<file path="config.mk">
export PLATFORM = sky130hd
export DESIGN_NAME = serial_alu_seq_flat
export DESIGN_NICKNAME = d
export VERILOG_FILES = /design/src/rtl/serial_alu_seq_pkg.sv /design/src/rtl/serial_alu_seq_if.sv /design/src/rtl/serial_alu_seq_cell.sv /design/src/rtl/serial_alu_seq.sv /design/src/flat_wrapper.sv
export SDC_FILE = /design/constraint.sdc
export NUM_CORES = 1
export LEC_CHECK = 0
export ABC_CLOCK_PERIOD_IN_PS = 2000
export CAP_MARGIN = 20
export CORE_MARGIN = 3
export CORE_UTILIZATION = 48
export DETAILED_ROUTE_END_ITERATION = 10
export GPL_TIMING_DRIVEN = 0
export PLACE_DENSITY_LB_ADDON = 0.1
export SYNTH_ARGS = -nofsm -noshare
export SYNTH_HDL_FRONTEND = slang
export SYNTH_SLANG_ARGS = --single-unit
</file>
<file path="constraint.sdc">
create_clock -name clk -period 2 [get_ports clk]
set_clock_uncertainty 0.2 [all_clocks]
set_input_delay 0.5 -clock clk [delete_from_list [all_inputs] [get_ports clk]]
set_output_delay 0.5 -clock clk [all_outputs]
set_load 0.01 [all_outputs]
</file>
<file path="src/rtl/serial_alu_seq_pkg.sv">
// Shared definitions for the bit-serial ALU sequencer: op encodings,
// alu_ctl field positions, named control codes and FSM states.
package serial_alu_pkg;

    typedef enum logic [1:0] {
        OP_AND = 2'd0,
        OP_OR  = 2'd1,
        OP_ADD = 2'd2,
        OP_SLT = 2'd3
    } alu_op_e;

    // alu_ctl = {Ainvert, Binvert, op[1:0]}
    localparam int unsigned CTL_AINV_BIT = 3;
    localparam int unsigned CTL_BINV_BIT = 2;
    localparam int unsigned CTL_OP_MSB   = 1;
    localparam int unsigned CTL_OP_LSB   = 0;

    localparam logic [3:0] ALU_CTL_AND = 4'b0000;
    localparam logic [3:0] ALU_CTL_OR  = 4'b0001;
    localparam logic [3:0] ALU_CTL_ADD = 4'b0010;
    localparam logic [3:0] ALU_CTL_SUB = 4'b0110;
    localparam logic [3:0] ALU_CTL_SLT = 4'b0111;
    localparam logic [3:0] ALU_CTL_NOR = 4'b1100;

    typedef enum logic [1:0] {
        IDLE    = 2'd0,
        RUN     = 2'd1,
        SLT_FIX = 2'd2,
        DONE    = 2'd3
    } state_e;

    // ADD and SLT run the adder chain and report carry/overflow
    function automatic logic op_is_arith(input alu_op_e op);
        return (op == OP_ADD) || (op == OP_SLT);
    endfunction

endpackage

</file>
<file path="src/rtl/serial_alu_seq_if.sv">
// Operand/result handshake bundle for serial_alu_seq.
// master: producer of operands and consumer of results; slave: the ALU.
interface serial_alu_seq_if #(
    parameter int unsigned WIDTH = 8
);
    logic             in_valid;
    logic             in_ready;
    logic [WIDTH-1:0] a;
    logic [WIDTH-1:0] b;
    logic [3:0]       alu_ctl;
    logic             out_valid;
    logic             out_ready;
    logic [WIDTH-1:0] result;
    logic             zero;
    logic             c_out;
    logic             overflow;

    modport master (
        output in_valid, a, b, alu_ctl, out_ready,
        input  in_ready, out_valid, result, zero, c_out, overflow
    );

    modport slave (
        input  in_valid, a, b, alu_ctl, out_ready,
        output in_ready, out_valid, result, zero, c_out, overflow
    );
endinterface

</file>
<file path="src/rtl/serial_alu_seq_cell.sv">
// Combinational 1-bit ALU slice. Besides result/c_out it exposes the raw
// sum bit as 'set', which the MSB position uses to form the SLT flag.
module serial_alu_cell
    import serial_alu_pkg::*;
(
    input  logic    a,
    input  logic    b,
    input  logic    less,
    input  logic    a_invert,
    input  logic    b_invert,
    input  logic    c_in,
    input  alu_op_e op,
    output logic    result,
    output logic    c_out,
    output logic    set
);

    logic a_eff;
    logic b_eff;
    logic sum;

    // Invert operands, full-add, then select the per-op result bit
    always_comb begin
        a_eff  = a ^ a_invert;
        b_eff  = b ^ b_invert;
        sum    = a_eff ^ b_eff ^ c_in;
        c_out  = (a_eff & b_eff) | (a_eff & c_in) | (b_eff & c_in);
        set    = sum;
        result = 1'b0;
        unique case (op)
            OP_AND: result = a_eff & b_eff;
            OP_OR:  result = a_eff | b_eff;
            OP_ADD: result = sum;
            OP_SLT: result = less;
            default: result = 1'b0;
        endcase
    end

endmodule

</file>
<file path="src/rtl/serial_alu_seq.sv">
// Bit-serial ALU sequencer: latches operands on a valid/ready handshake,
// drives one serial_alu_cell LSB-first for WIDTH cycles with the carry
// looped back, back-fills SLT, and holds a registered result plus flags
// until the consumer accepts it.
// Optional: define SERIAL_ALU_SLT_OVF_FIX_EN to make SLT signed-correct
// (set = MSB sum xor overflow); otherwise set = MSB sum bit.
module serial_alu_seq
    import serial_alu_pkg::*;
#(
    parameter int unsigned WIDTH = 8
) (
    input  logic             clk,
    input  logic             rst_n,
    serial_alu_seq_if.slave  bus
);

    localparam int unsigned CW = (WIDTH > 2) ? $clog2(WIDTH) : 1;
    localparam logic [CW-1:0] CNT_LAST = CW'(WIDTH - 1);

    state_e           state_q, state_d;
    logic [CW-1:0]    cnt_q, cnt_d;
    logic [WIDTH-1:0] a_q, a_d;
    logic [WIDTH-1:0] b_q, b_d;
    logic [3:0]       ctl_q, ctl_d;
    logic             carry_q, carry_d;
    logic [WIDTH-2:0] acc_q, acc_d;
    logic             set_q, set_d;
    logic             cfin_q, cfin_d;
    logic             ofin_q, ofin_d;
    logic             in_ready_q, in_ready_d;
    logic             out_valid_q, out_valid_d;
    logic [WIDTH-1:0] result_q, result_d;
    logic             zero_q, zero_d;
    logic             c_out_q, c_out_d;
    logic             overflow_q, overflow_d;

    alu_op_e          op;
    logic             cell_res;
    logic             cell_cout;
    logic             cell_set;
    logic [WIDTH-1:0] acc_ext;
    logic             ovf_now;
    logic             set_now;

    assign op = alu_op_e'(ctl_q[CTL_OP_MSB:CTL_OP_LSB]);

    // Operands are shifted right each RUN cycle, so bit 0 is always the current bit
    serial_alu_cell u_cell (
        .a        (a_q[0]),
        .b        (b_q[0]),
        .less     (1'b0),
        .a_invert (ctl_q[CTL_AINV_BIT]),
        .b_invert (ctl_q[CTL_BINV_BIT]),
        .c_in     (carry_q),
        .op       (op),
        .result   (cell_res),
        .c_out    (cell_cout),
        .set      (cell_set)
    );

    // Next-state and next-output computation for the sequencer
    always_comb begin
        state_d     = state_q;
        cnt_d       = cnt_q;
        a_d         = a_q;
        b_d         = b_q;
        ctl_d       = ctl_q;
        carry_d     = carry_q;
        acc_d       = acc_q;
        set_d       = set_q;
        cfin_d      = cfin_q;
        ofin_d      = ofin_q;
        in_ready_d  = in_ready_q;
        out_valid_d = out_valid_q;
        result_d    = result_q;
        zero_d      = zero_q;
        c_out_d     = c_out_q;
        overflow_d  = overflow_q;

        // Result bits enter at the top; after WIDTH bits the word is in order
        acc_ext = {cell_res, acc_q};
        ovf_now = carry_q ^ cell_cout;
`ifdef SERIAL_ALU_SLT_OVF_FIX_EN
        set_now = cell_set ^ ovf_now;
`else
        set_now = cell_set;
`endif

        unique case (state_q)
            IDLE: begin
                if (bus.in_valid && in_ready_q) begin
                    a_d        = bus.a;
                    b_d        = bus.b;
                    ctl_d      = bus.alu_ctl;
                    carry_d    = bus.alu_ctl[CTL_BINV_BIT];
                    cnt_d      = '0;
                    acc_d      = '0;
                    in_ready_d = 1'b0;
                    state_d    = RUN;
                end
            end

            RUN: begin
                a_d   = a_q >> 1;
                b_d   = b_q >> 1;
                acc_d = acc_ext[WIDTH-1:1];
                cnt_d = cnt_q + CW'(1);
                if (op_is_arith(op)) begin
                    carry_d = cell_cout;
                end
                if (cnt_q == CNT_LAST) begin
                    if (op == OP_SLT) begin
                        // Flags are staged so outputs stay put until DONE
                        cfin_d  = cell_cout;
                        ofin_d  = ovf_now;
                        set_d   = set_now;
                        state_d = SLT_FIX;
                    end else begin
                        result_d    = acc_ext;
                        zero_d      = (acc_ext == '0);
                        c_out_d     = op_is_arith(op) ? cell_cout : 1'b0;
                        overflow_d  = op_is_arith(op) ? ovf_now : 1'b0;
                        out_valid_d = 1'b1;
                        state_d     = DONE;
                    end
                end
            end

            SLT_FIX: begin
                result_d    = WIDTH'(set_q);
                zero_d      = ~set_q;
                c_out_d     = cfin_q;
                overflow_d  = ofin_q;
                out_valid_d = 1'b1;
                state_d     = DONE;
            end

            DONE: begin
                if (bus.out_ready) begin
                    out_valid_d = 1'b0;
                    in_ready_d  = 1'b1;
                    state_d     = IDLE;
                end
            end

            default: state_d = IDLE;
        endcase
    end

    // State and output registers with synchronous active-low reset
    always_ff @(posedge clk) begin
        if (!rst_n) begin
            state_q     <= IDLE;
            cnt_q       <= '0;
            a_q         <= '0;
            b_q         <= '0;
            ctl_q       <= '0;
            carry_q     <= 1'b0;
            acc_q       <= '0;
            set_q       <= 1'b0;
            cfin_q      <= 1'b0;
            ofin_q      <= 1'b0;
            in_ready_q  <= 1'b1;
            out_valid_q <= 1'b0;
            result_q    <= '0;
            zero_q      <= 1'b0;
            c_out_q     <= 1'b0;
            overflow_q  <= 1'b0;
        end else begin
            state_q     <= state_d;
            cnt_q       <= cnt_d;
            a_q         <= a_d;
            b_q         <= b_d;
            ctl_q       <= ctl_d;
            carry_q     <= carry_d;
            acc_q       <= acc_d;
            set_q       <= set_d;
            cfin_q      <= cfin_d;
            ofin_q      <= ofin_d;
            in_ready_q  <= in_ready_d;
            out_valid_q <= out_valid_d;
            result_q    <= result_d;
            zero_q      <= zero_d;
            c_out_q     <= c_out_d;
            overflow_q  <= overflow_d;
        end
    end

    assign bus.in_ready  = in_ready_q;
    assign bus.out_valid = out_valid_q;
    assign bus.result    = result_q;
    assign bus.zero      = zero_q;
    assign bus.c_out     = c_out_q;
    assign bus.overflow  = overflow_q;

endmodule
</file>
<file path="src/flat_wrapper.sv">
// flat-port wrapper written by rule: the top's interface ports become plain ports
module serial_alu_seq_flat import serial_alu_pkg::*;
#(
    parameter int unsigned WIDTH = 8
)
  (clk, rst_n, bus_in_valid, bus_a, bus_b, bus_alu_ctl, bus_out_ready, bus_in_ready, bus_out_valid, bus_result, bus_zero, bus_c_out, bus_overflow);
  serial_alu_seq_if #(.WIDTH(WIDTH)) bus_i ();
  input  logic clk;
  input  logic rst_n;
  input wire logic [$bits(bus_i.in_valid)-1:0] bus_in_valid;
  input wire logic [$bits(bus_i.a)-1:0] bus_a;
  input wire logic [$bits(bus_i.b)-1:0] bus_b;
  input wire logic [$bits(bus_i.alu_ctl)-1:0] bus_alu_ctl;
  input wire logic [$bits(bus_i.out_ready)-1:0] bus_out_ready;
  output wire logic [$bits(bus_i.in_ready)-1:0] bus_in_ready;
  output wire logic [$bits(bus_i.out_valid)-1:0] bus_out_valid;
  output wire logic [$bits(bus_i.result)-1:0] bus_result;
  output wire logic [$bits(bus_i.zero)-1:0] bus_zero;
  output wire logic [$bits(bus_i.c_out)-1:0] bus_c_out;
  output wire logic [$bits(bus_i.overflow)-1:0] bus_overflow;
  assign bus_i.in_valid = bus_in_valid;
  assign bus_i.a = bus_a;
  assign bus_i.b = bus_b;
  assign bus_i.alu_ctl = bus_alu_ctl;
  assign bus_i.out_ready = bus_out_ready;
  assign bus_in_ready = bus_i.in_ready;
  assign bus_out_valid = bus_i.out_valid;
  assign bus_result = bus_i.result;
  assign bus_zero = bus_i.zero;
  assign bus_c_out = bus_i.c_out;
  assign bus_overflow = bus_i.overflow;
  serial_alu_seq #(.WIDTH(WIDTH)) u_core (.clk(clk), .rst_n(rst_n), .bus(bus_i));
endmodule
</file>
# Yosys cells after proc, flatten, opt, wreduce, memory -nomap -nowiden
# Index checks and enable logic that the tools add are counted.
# totals
register_bits,49
input_bits,24
output_inout_bits,13
elab_cells,96
# classes
n_addsub,1
n_eq_ne,12
muxes,38
bitwise_logic,12
n_reduce_logical,17
# ops
cell,n
one-hot mux 8 bit (2 select lines),3
2-to-1 mux 8 bit,4
2-to-1 mux 1 bit,16
AND reduction 3 bit,5
one-hot mux 7 bit (2 select lines),1
one-hot mux 1 bit (2 select lines),5
"== test 2 bit, second input constant",4
logical NOT 8 bit,1
one-hot mux 2 bit (4 select lines),1
2-to-1 mux 7 bit,1
2-to-1 mux 2 bit,3
"!= test 2 x 1 -> 1 bit, second input constant",3
one-hot mux 3 bit (2 select lines),1
nonzero test 2 bit,3
bitwise XOR 1 bit,5
"== test 2 x 1 -> 1 bit, second input constant",2
logical NOT 2 bit,2
"!= test 2 bit, second input constant",2
one-hot mux 1 bit (4 select lines),1
AND reduction 2 bit,2
AND reduction 4 bit,1
"adder 3 x 1 -> 3 bit, second input constant",1
bitwise AND 1 bit,3
"== test 3 bit, second input constant",1
other kinds (7),9

# Logic depth before layout (Yosys ltp)
# Gate-level depths: netlist of run 1.
# logic_depth
depth_word,9
mapped_depth,8
ltp_nobuf,7

# Cells and area by module
# Synthesis of run 1 repeated with hierarchy kept, for this count alone.
# hier_totals
cells_unflattened,272
area_unflattened_um2,2473.6
# by_module_without_submodules
module,n_inst,cells_each,area_per_inst_um2,seq_area_each_um2
serial_alu_seq,1,260,2366.0,980.9
serial_alu_cell,1,12,107.6,0.0

# Worst setup path after synthesis of run 1
# OpenSTA, ideal clock, no wires.
# synth_timing
kind,register -> register
from,register u_core.state_q[0]
to,register u_core.state_q[0]
setup_ps,126
t_arrival_ps,1565
required_time_ps,1674
slack_ps,109
path_stages_with_launch,7
path_buffers,0
period_less_slack_ps,1891
path_cell_list,dfxtp_1 -> inv_1 -> ha_1 -> a21boi_4 -> or3_4 -> o41ai_2 -> a21oi_1
# synth_between
elab_chain_len,3
elab_cells_between_ends,9
classes_between,6 x eq/ne; 1 x mux; 2 x reduce/logical
# synth_rtl
element,line,rtl
"start, declared",serial_alu_seq.sv:20,"state_e state_q, state_d;"
"start signal, assigned",serial_alu_seq.sv:170,state_q <= state_d;
"== test 2 bit, or another cell as far along",serial_alu_seq.sv:89,unique case (state_q)
!= test 2 bit (no source line) / != test 2 x 1 -> 1 bit (equally long branches),n/a,
AND reduction 3 bit (no source line),n/a,
# Several ways; a longest one is shown, not always the timed one.
# A chain may end at the register's enable or synchronous reset.

# Worst setup path after layout of run 1
# layout_timing
from,"register u_core.in_ready_q, in the netlist u_core.bus.in_ready"
to,output port bus_in_ready
# layout_rtl
element,line,rtl
"start, declared",serial_alu_seq.sv:30,"logic in_ready_q, in_ready_d;"
"start signal, assigned",serial_alu_seq.sv:180,in_ready_q <= in_ready_d;
"end, declared",flat_wrapper.sv:15,output wire logic [$bits(bus_i.in_ready)-1:0] bus_in_ready;
# No word-level cell between the ends.

==> results of run 1 <==
## synth_stat cells (all sizes together)
cell,instances
nand2,28
buf,9
nand3b,8
nand4,1
fa,1
o41ai,2
o22ai,1
and3,2
or3,1
nor3,1
or4,1
xor2,2
o21ai,5
nor4,2
nand2b,3
o21bai,1
ha,9
a21boi,11
o211ai,2
xnor2,1
clkbuf,6
nand3,4
nor3b,1
a22oi,11
nor2,5
mux2i,21
nor2b,20
dfxtp,49
a31oi,2
o211a,17
a21oi,8
inv,8
## power by group through the flow
stage | Combinational, W | Sequential [W] | Clock, W
floorplan | 0.00138 | 0.00139 | 0
global placement | 0.00185 | 0.00139 | 0
detailed placement | 0.00186 | 0.00139 | 0
CTS | 0.00191 | 0.00138 | 0.000601
global route | 0.00230 | 0.00142 | 0.000630
finish | 0.00207 | 0.00140 | 0.000579
## worst register-to-register path, cell delays in order, from the launching register on
cell and delay, ns:
dfxtp_2 0.34, xnor2_2 0.19, inv_2 0.07, fa_1 0.49
mux2i_1 0.18, o22ai_2 0.11, nand3b_1 0.18, a31oi_1 0.13
## state kept, by name (all words and copies together), names as in the netlist, 2 cells and up
signal	count
u_core.a_q	8
u_core.b_q	8
u_core.bus.result	8
u_core.acc_q	7
u_core.ctl_q	4
u_core.cnt_q	3
u_core.state_q	2
## through the flow
| stage | setup WS (ns) | hold slack [ns] |
|---|---|---|
| 2_1_floorplan | 0.109 | 0.251 |
| 4_1_cts | 0.00240 | 0.270 |
| 6_report | 0.0396 | 0.265 |
| 3_5_place_dp | -0.275 | 0.256 |
| 3_3_place_gp | -0.251 | 0.249 |
| 5_1_grt | -0.134 | 0.294 |
## repair_timing
action                     4_1_cts  5_1_grt
setup buffers                    1        2
setup endpoints to repair       14       22
pin swaps                        1        7
hold buffers                     0        0
gates resized for setup          5       16
## final timing paths
check                             from              endpoint  cells after the start
hold / removal    u_core.bus.result[7]  u_core.bus.result[7]                      2
hold reg to reg   u_core.bus.result[7]  u_core.bus.result[7]                      2
setup / recovery   u_core.bus.in_ready          bus_in_ready                      1
setup reg to reg         u_core.a_q[0]       u_core.bus.zero                      7
## layer usage
metal,up-vias,routed length [microns],part of all wire (%),GRT usage [%]
met3,6,167,3.4,3.31
met2,30,2470,50,30.2
met4,0,78,1.6,6.52
met5,-,0,0,0
li1,955,-,-,-
met1,911,2250,45,21.2
## logic make-up after synthesis
logic type | Yosys count
buf+inv | 23
compound gates | 60
xor+xnor | 3
simple gates | 77
fa+ha+maj | 10
mux | 21
flops | 49
## area by class of cell
cell class,count,area (sq um),area share (%)
Multi-Input combinational cell,171,1330,44.4
Clock inverter,3,17.5,0.585
Clock buffer,5,68.8,2.30
Inverter,8,30.0,1.00
Timing Repair Buffer,38,375,12.5
Sequential cell,49,990,33.1
Tap cell,65,81.3,2.72
Buffer,15,100,3.34
==> summary.md, run 1 <==
| Metric | Value |
|---|---|
| Net Sw Frac | 38.5% |
| Vias in the first global route | 1,790 |
| Die extent in x | ~76 microns |
| Fraction of layout cells with a size suffix above 1 | 13.8% |
| Worst hold path type | flip-flop to flip-flop |
| Fin cells | about 350 |
| Pwr/cell area | 1350 mW/mm^2 |
| Flop2flop setup slack | ~0.050 ns |
| Syn_nets | 277 |
| Maximum fanout along the worst path | 5 |
| Skew-Pair Late Insertion Delay | 0.30 ns |
| Yosys warning total | 0 |
| ANT cells | 0 |
| Crit path buf inv count | 1 |
| CP Cell Sequence | clkdlybuf4s50_1 |
| Req. time, crit path | 1.30 ns |
| Flop pwr share | 34.5% |
| Clk root buf | clkbuf_8 |
| Core Util, Final | 65.6% |
| Final hold violation count | 0 |
| Switching power | about 0.0016 W |
| I/O pins | 37 |
| Via count | 1,902 |
| DP Area | 0.00281 sq mm |
| Drt drc | 0 |
| Post-Synth Adder-Cell Area | ~5.6% |
| Antenna Nets Post-Route | 0 |
| Max cap viols | 0 |
| Post-synth top area cell | dfxtp_1 |
| Slew Viols, Final | 0 |
| Fmax | between 500 and 600 MHz |
| Slew @ Worst Pin | 0.588 ns |
| Total power | 0.00404 W |
| Setup violators final | 0 |
| Crit path time final | approximately 2.0 ns |
| Fill cell count | 396 |
| Commonest cells after routing, fill and taps aside | dfxtp_1 (44), clkdlybuf4s50_1 (34), nand2_1 (28), mux2i_1 (21), nor2b_1 (20) |
| Crit end category | primary output |
| Mux share of post-synthesis cell area | 8.84% |
| First-pass GRT wire length | 8270 microns |
| Leading cell type in the layout, fill and taps excluded | dfxtp_1 |
| GRT Util Overall | 17.4% |
| Final estimated routing congestion in global placement | 0.776 |
| DR WL/cell | 14.0 microns |
| Slew HR | 60.8% |
| CTS H-tree lvls | 2 |
| VDD IR-drop max | 914 uV |
| Inst Count DP | 343 |
| Pre-antenna DRT Iters | 4 |
| DRT Wirelength | roughly 5000 microns |
| Complex-gate fraction of the synthesized area | 20.4% |
| Comb pwr share | 51.1% |
| Clk buf depth | 2 |
| Die Area | 0.00583 sq mm |
| Critical Path Start Type | flip-flop |
| Final #Nets | 322 |
| Cell Rows | 24 |
| Fin area | 0.00299 sq mm |
| Pleak | 1.29 nW |
| DR iter-0 viols | between 70 and 80 |
| Syn_area_per_cell | 9.78 sq um |
| # port buffers | 35 |
| DP HPWL | 3580 microns |
| Worst stage delay on the critical path | 0.56 ns |
| Initial Util | 52.1% |
| Sink Count | between 40 and 50 |
| DR vias/cell | 5.37 |
| Initial antenna violation count | 0 |
| RSZ-0062 raised after global routing | true |
| Final period utilization | between 90 and 100% |
| Synth cell types | 40 |
| Number of synthesized register bits | 49 |
| Core Footprint | between 0.004 and 0.005 sq mm |
| Clock share of power | 14.3% |
| Pint | 0.00249 W |
| CP Class | flip-flop to primary output |
| Netlist Area Pre-Place | around 0.0024 sq mm |
| Die Span Y | 76.4 microns |
| Inserted Clock Buffers | 5 |
| Sequential element share of the synthesized area | 41.3% |
| Xor/xnor share of the synthesized area | 1.11% |
| Largest net degree at the start of global routing | 16 |
| CTS tree | built |
| Post-synth top area share | 41.3% |
| Clk slew on worst S/H paths | roughly 0.1 ns |
| CP Data Arrival Time | 1.26 ns |
| Status | complete, no violations |
| Post-Synth Simple-Gate Area | 17.5% |
| Largest family of logic cells by synthesized area | compound AO/OA/AOI/OAI gates |
| P&R area growth vs syn | 25.9% |
| Synth area leaders | dfxtp_1 (41%), mux2i_1 (8.8%), o211a_1 (7.2%), nor2b_1 (5.3%), ha_1 (4.7%) |
| Slowest stage cell, crit path | clkdlybuf4s50_1 |
| Cell family with most CP delay | buffers and inverters |
| Overflow after GRT | 0 |
| Total negative slack | 0 ns |
| Synthesized instance count | 243 |
Power figures use the tool's default switching activity.
==> inputs of run 2 (changes only) <==
--- a/config.mk
+++ b/config.mk
@@ -10,6 +10,7 @@
 export CORE_MARGIN = 3
 export CORE_UTILIZATION = 48
 export DETAILED_ROUTE_END_ITERATION = 10
+export GPL_ROUTABILITY_DRIVEN = 0
 export GPL_TIMING_DRIVEN = 0
 export PLACE_DENSITY_LB_ADDON = 0.1
 export SYNTH_ARGS = -nofsm -noshare
==> results of run 2 <==
Same layout as run 1: the final DEF is identical, and so are final timing and power.
==> inputs of run 3 (changes only) <==
--- a/config.mk
+++ b/config.mk
@@ -5,7 +5,7 @@
 export SDC_FILE = /design/constraint.sdc
 export NUM_CORES = 1
 export LEC_CHECK = 0
-export ABC_CLOCK_PERIOD_IN_PS = 2000
+export ABC_CLOCK_PERIOD_IN_PS = 1650
 export CAP_MARGIN = 20
 export CORE_MARGIN = 3
 export CORE_UTILIZATION = 48
@@ -13,6 +13,7 @@
 export GPL_ROUTABILITY_DRIVEN = 0
 export GPL_TIMING_DRIVEN = 0
 export PLACE_DENSITY_LB_ADDON = 0.1
+export SLEW_MARGIN = 20
 export SYNTH_ARGS = -nofsm -noshare
 export SYNTH_HDL_FRONTEND = slang
 export SYNTH_SLANG_ARGS = --single-unit
==> constraint.sdc (replaced) <==
create_clock -name clk -period 1.65 [get_ports clk]
set_clock_uncertainty 0.2 [all_clocks]
set_input_delay 0.4125 -clock clk [delete_from_list [all_inputs] [get_ports clk]]
set_output_delay 0.4125 -clock clk [all_outputs]
set_load 0.01 [all_outputs]
==> run 3 against run 2 <==
Compared with the run above: the flow now finishes with violations (setup timing); critical path depth grew 6; sequential power grew 24%; worst setup slack lost 0.44 ns; sequential share of layout area shrank 4.4 points; via count grew 8.1%; first-iteration DRC count grew 63%; core utilization grew 11 points; sequential cell count is the same; clock power grew 26%; global-route usage grew 3.5 points.
==> summary.md, run 3 (same netlist as run 1, synthesis figures left out) <==
| Metric | Value |
|---|---|
| Status | complete, but fails checks |
| Violated checks | setup timing |
| Slew Viols, Final | 0 (unchanged) |
| Via count | 2,056 (+8.1%) |
| Clk root buf | clkbuf_8 |
| Core Footprint | 0.00456 sq mm (unchanged) |
| Req. time, crit path | 1.69 ns (+0.39 ns) |
| Worst-case hold slack | 0.260 ns (-0.00519 ns) |
| Worst hold path type | flip-flop to flip-flop |
| Flop pwr share | 27.6% (-6.9 points) |
| Fmax | 487 MHz |
| Slack of the critical path | -0.402 ns (-0.441 ns) |
| Initial Util | 52.1% (unchanged) |
| CTS H-tree lvls | 2 (unchanged) |
| Max cap viols | 0 (unchanged) |
| I/O pins | 37 (unchanged) |
| Total negative slack | -2.53 ns (-2.53 ns) |
| Fin cells | 380 (+7.3%) |
| Cell Rows | 24 (unchanged) |
| DP HPWL | 3580 microns (about the same) |
| DR vias/cell | 5.41 (+0.70%) |
| CP Class | flip-flop to flip-flop |
| Slew HR | 54.6% (-6.1 points) |
| Vias in the first global route | 2,095 (+17%) |
| Inst Count DP | 343 (unchanged) |
| Fill cell count | 315 (-20%) |
| Maximum fanout along the worst path | 3 (-2) |
| Clk buf depth | 2 (unchanged) |
| Final hold violation count | 0 (unchanged) |
| Pwr/cell area | 1810 mW/mm^2 (+34%) |
| Crit end category | flip-flop |
| Initial antenna violation count | 0 (unchanged) |
| Fin area | 0.00348 sq mm (+16%) |
| RSZ-0062 raised after global routing | true |
| Critical Path Start Type | flip-flop |
| Comb pwr share | 60.8% (+9.7 points) |
| Pre-antenna DRT Iters | 5 (+1) |
| Skew-Pair Late Insertion Delay | 0.31 ns (about the same) |
| Die extent in x | 76.4 microns (unchanged) |
| DRT Wirelength | 6090 microns (+23%) |
| Final period utilization | 124% |
| Cts hold-fix bufs | 0 (unchanged) |
| Pleak | 1.51 nW (+17%) |
| Overflow after GRT | 0 (unchanged) |
| Antenna Nets Post-Route | 0 (unchanged) |
| GRT Util Overall | 20.9% (+3.5 points) |
| Sink Count | 49 (unchanged) |
| DP Area | 0.00288 sq mm (+2.5%) |
| Inserted Clock Buffers | 5 (unchanged) |
| DR iter-0 viols | 122 (+63%) |
| CP Data Arrival Time | 2.09 ns (+0.83 ns) |
| Crit path time final | roughly 2.1 ns |
| Setup violators final | 25 (+25) |
| Die Area | 0.00583 sq mm (unchanged) |
| P&R area growth vs syn | 46.3% |
| Clk slew on worst S/H paths | 0.10 ns (about the same) |
| # port buffers | 35 (unchanged) |
| Commonest cells after routing, fill and taps aside | dfxtp_1 (41), nand2_1 (21), clkdlybuf4s50_1 (21), mux2i_1 (20), nor2b_1 (19) |
| Pint | 0.00383 W (+54%) |
| Die Span Y | 76.4 microns (unchanged) |
| Drt drc | 0 (unchanged) |
| ANT cells | 0 (unchanged) |
| Final #Nets | 348 (+8.1%) |
| Net Sw Frac | 39.0% (+0.46 points) |
| Fraction of layout cells with a size suffix above 1 | 32.4% (+19 points) |
| Largest net degree at the start of global routing | 17 (+1) |
| Clock share of power | 11.6% (-2.7 points) |
| DR WL/cell | 16.0 microns (+14%) |
| CTS tree | built |
| Slew @ Worst Pin | 0.680 ns (+0.0922 ns) |
| First-pass GRT wire length | 9820 microns (+19%) |
| Leading cell type in the layout, fill and taps excluded | dfxtp_1 |
| VDD IR-drop max | 999 uV (+9.3%) |
| Switching power | 0.00245 W (+57%) |
run 3: repair_timing:
item                                    CTS  global route
endpoints found under the setup margin   56            43
resized for setup                        66            33
endpoints found under the hold margin     0             0
pin swaps                                15            19
buffers inserted                         25             6
gates cloned                              3             1
run 3: power by group through the flow:
| stage | Sequential, W | Clock (W) | Combinational (W) |
|---|---|---|---|
| finish | 0.00173 | 0.000730 | 0.00382 |
| global route | 0.00176 | 0.000791 | 0.00410 |
| floorplan | 0.00171 | 0 | 0.00181 |
| global placement | 0.00170 | 0 | 0.00239 |
| detailed placement | 0.00172 | 0 | 0.00242 |
| CTS | 0.00171 | 0.000741 | 0.00354 |
run 3: layer usage:
metal | vias up | wire, microns | GRT usage, %
li1 | 1004 | - | -
met3 | 11 | 202 | 4.37
met1 | 989 | 2550 | 23.3
met2 | 52 | 3210 | 37.5
met5 | - | 0 | 0
met4 | 0 | 124 | 10.3
run 3: stage by stage:
stage               total power [W]  worst slack, ns  util [%]
finish                      0.00628           -0.402      76.2
global route                0.00665           -0.467      76.2
CTS                         0.00600           -0.305      74.1
detailed placement          0.00413           -0.567      63.0
global placement            0.00410           -0.532      63.0
floorplan                   0.00351           -0.189         -
run 3: critical path, cell delays in order, from the launching register on:
cell      delay (ns)
dfxtp_2         0.34
xnor2_2         0.19
inv_2           0.07
fa_2            0.47
mux2i_2         0.21
o22ai_2         0.13
nand3b_1        0.19
a31oi_1         0.18
run 3: cell type report:
type	instances	area (sq um)	share of cell area, %
plain buffers	12	100	2.88
repair buffers	66	644	18.5
inverters	8	41.3	1.19
well taps	65	81.3	2.34
clock inverters	3	21.3	0.612
multi-input cells	172	1520	43.8
clock buffers	5	68.8	1.98
flip-flops and latches	49	998	28.7
run 3: final timing paths:
check,cells after the start,endpoint,from,slack (ns)
max reg2reg,7,u_core.bus.zero,u_core.a_q[0],-0.40
max,7,u_core.bus.zero,u_core.a_q[0],-0.40
min reg2reg,2,u_core.bus.result[6],u_core.bus.result[6],0.26
min,2,u_core.bus.result[6],u_core.bus.result[6],0.26
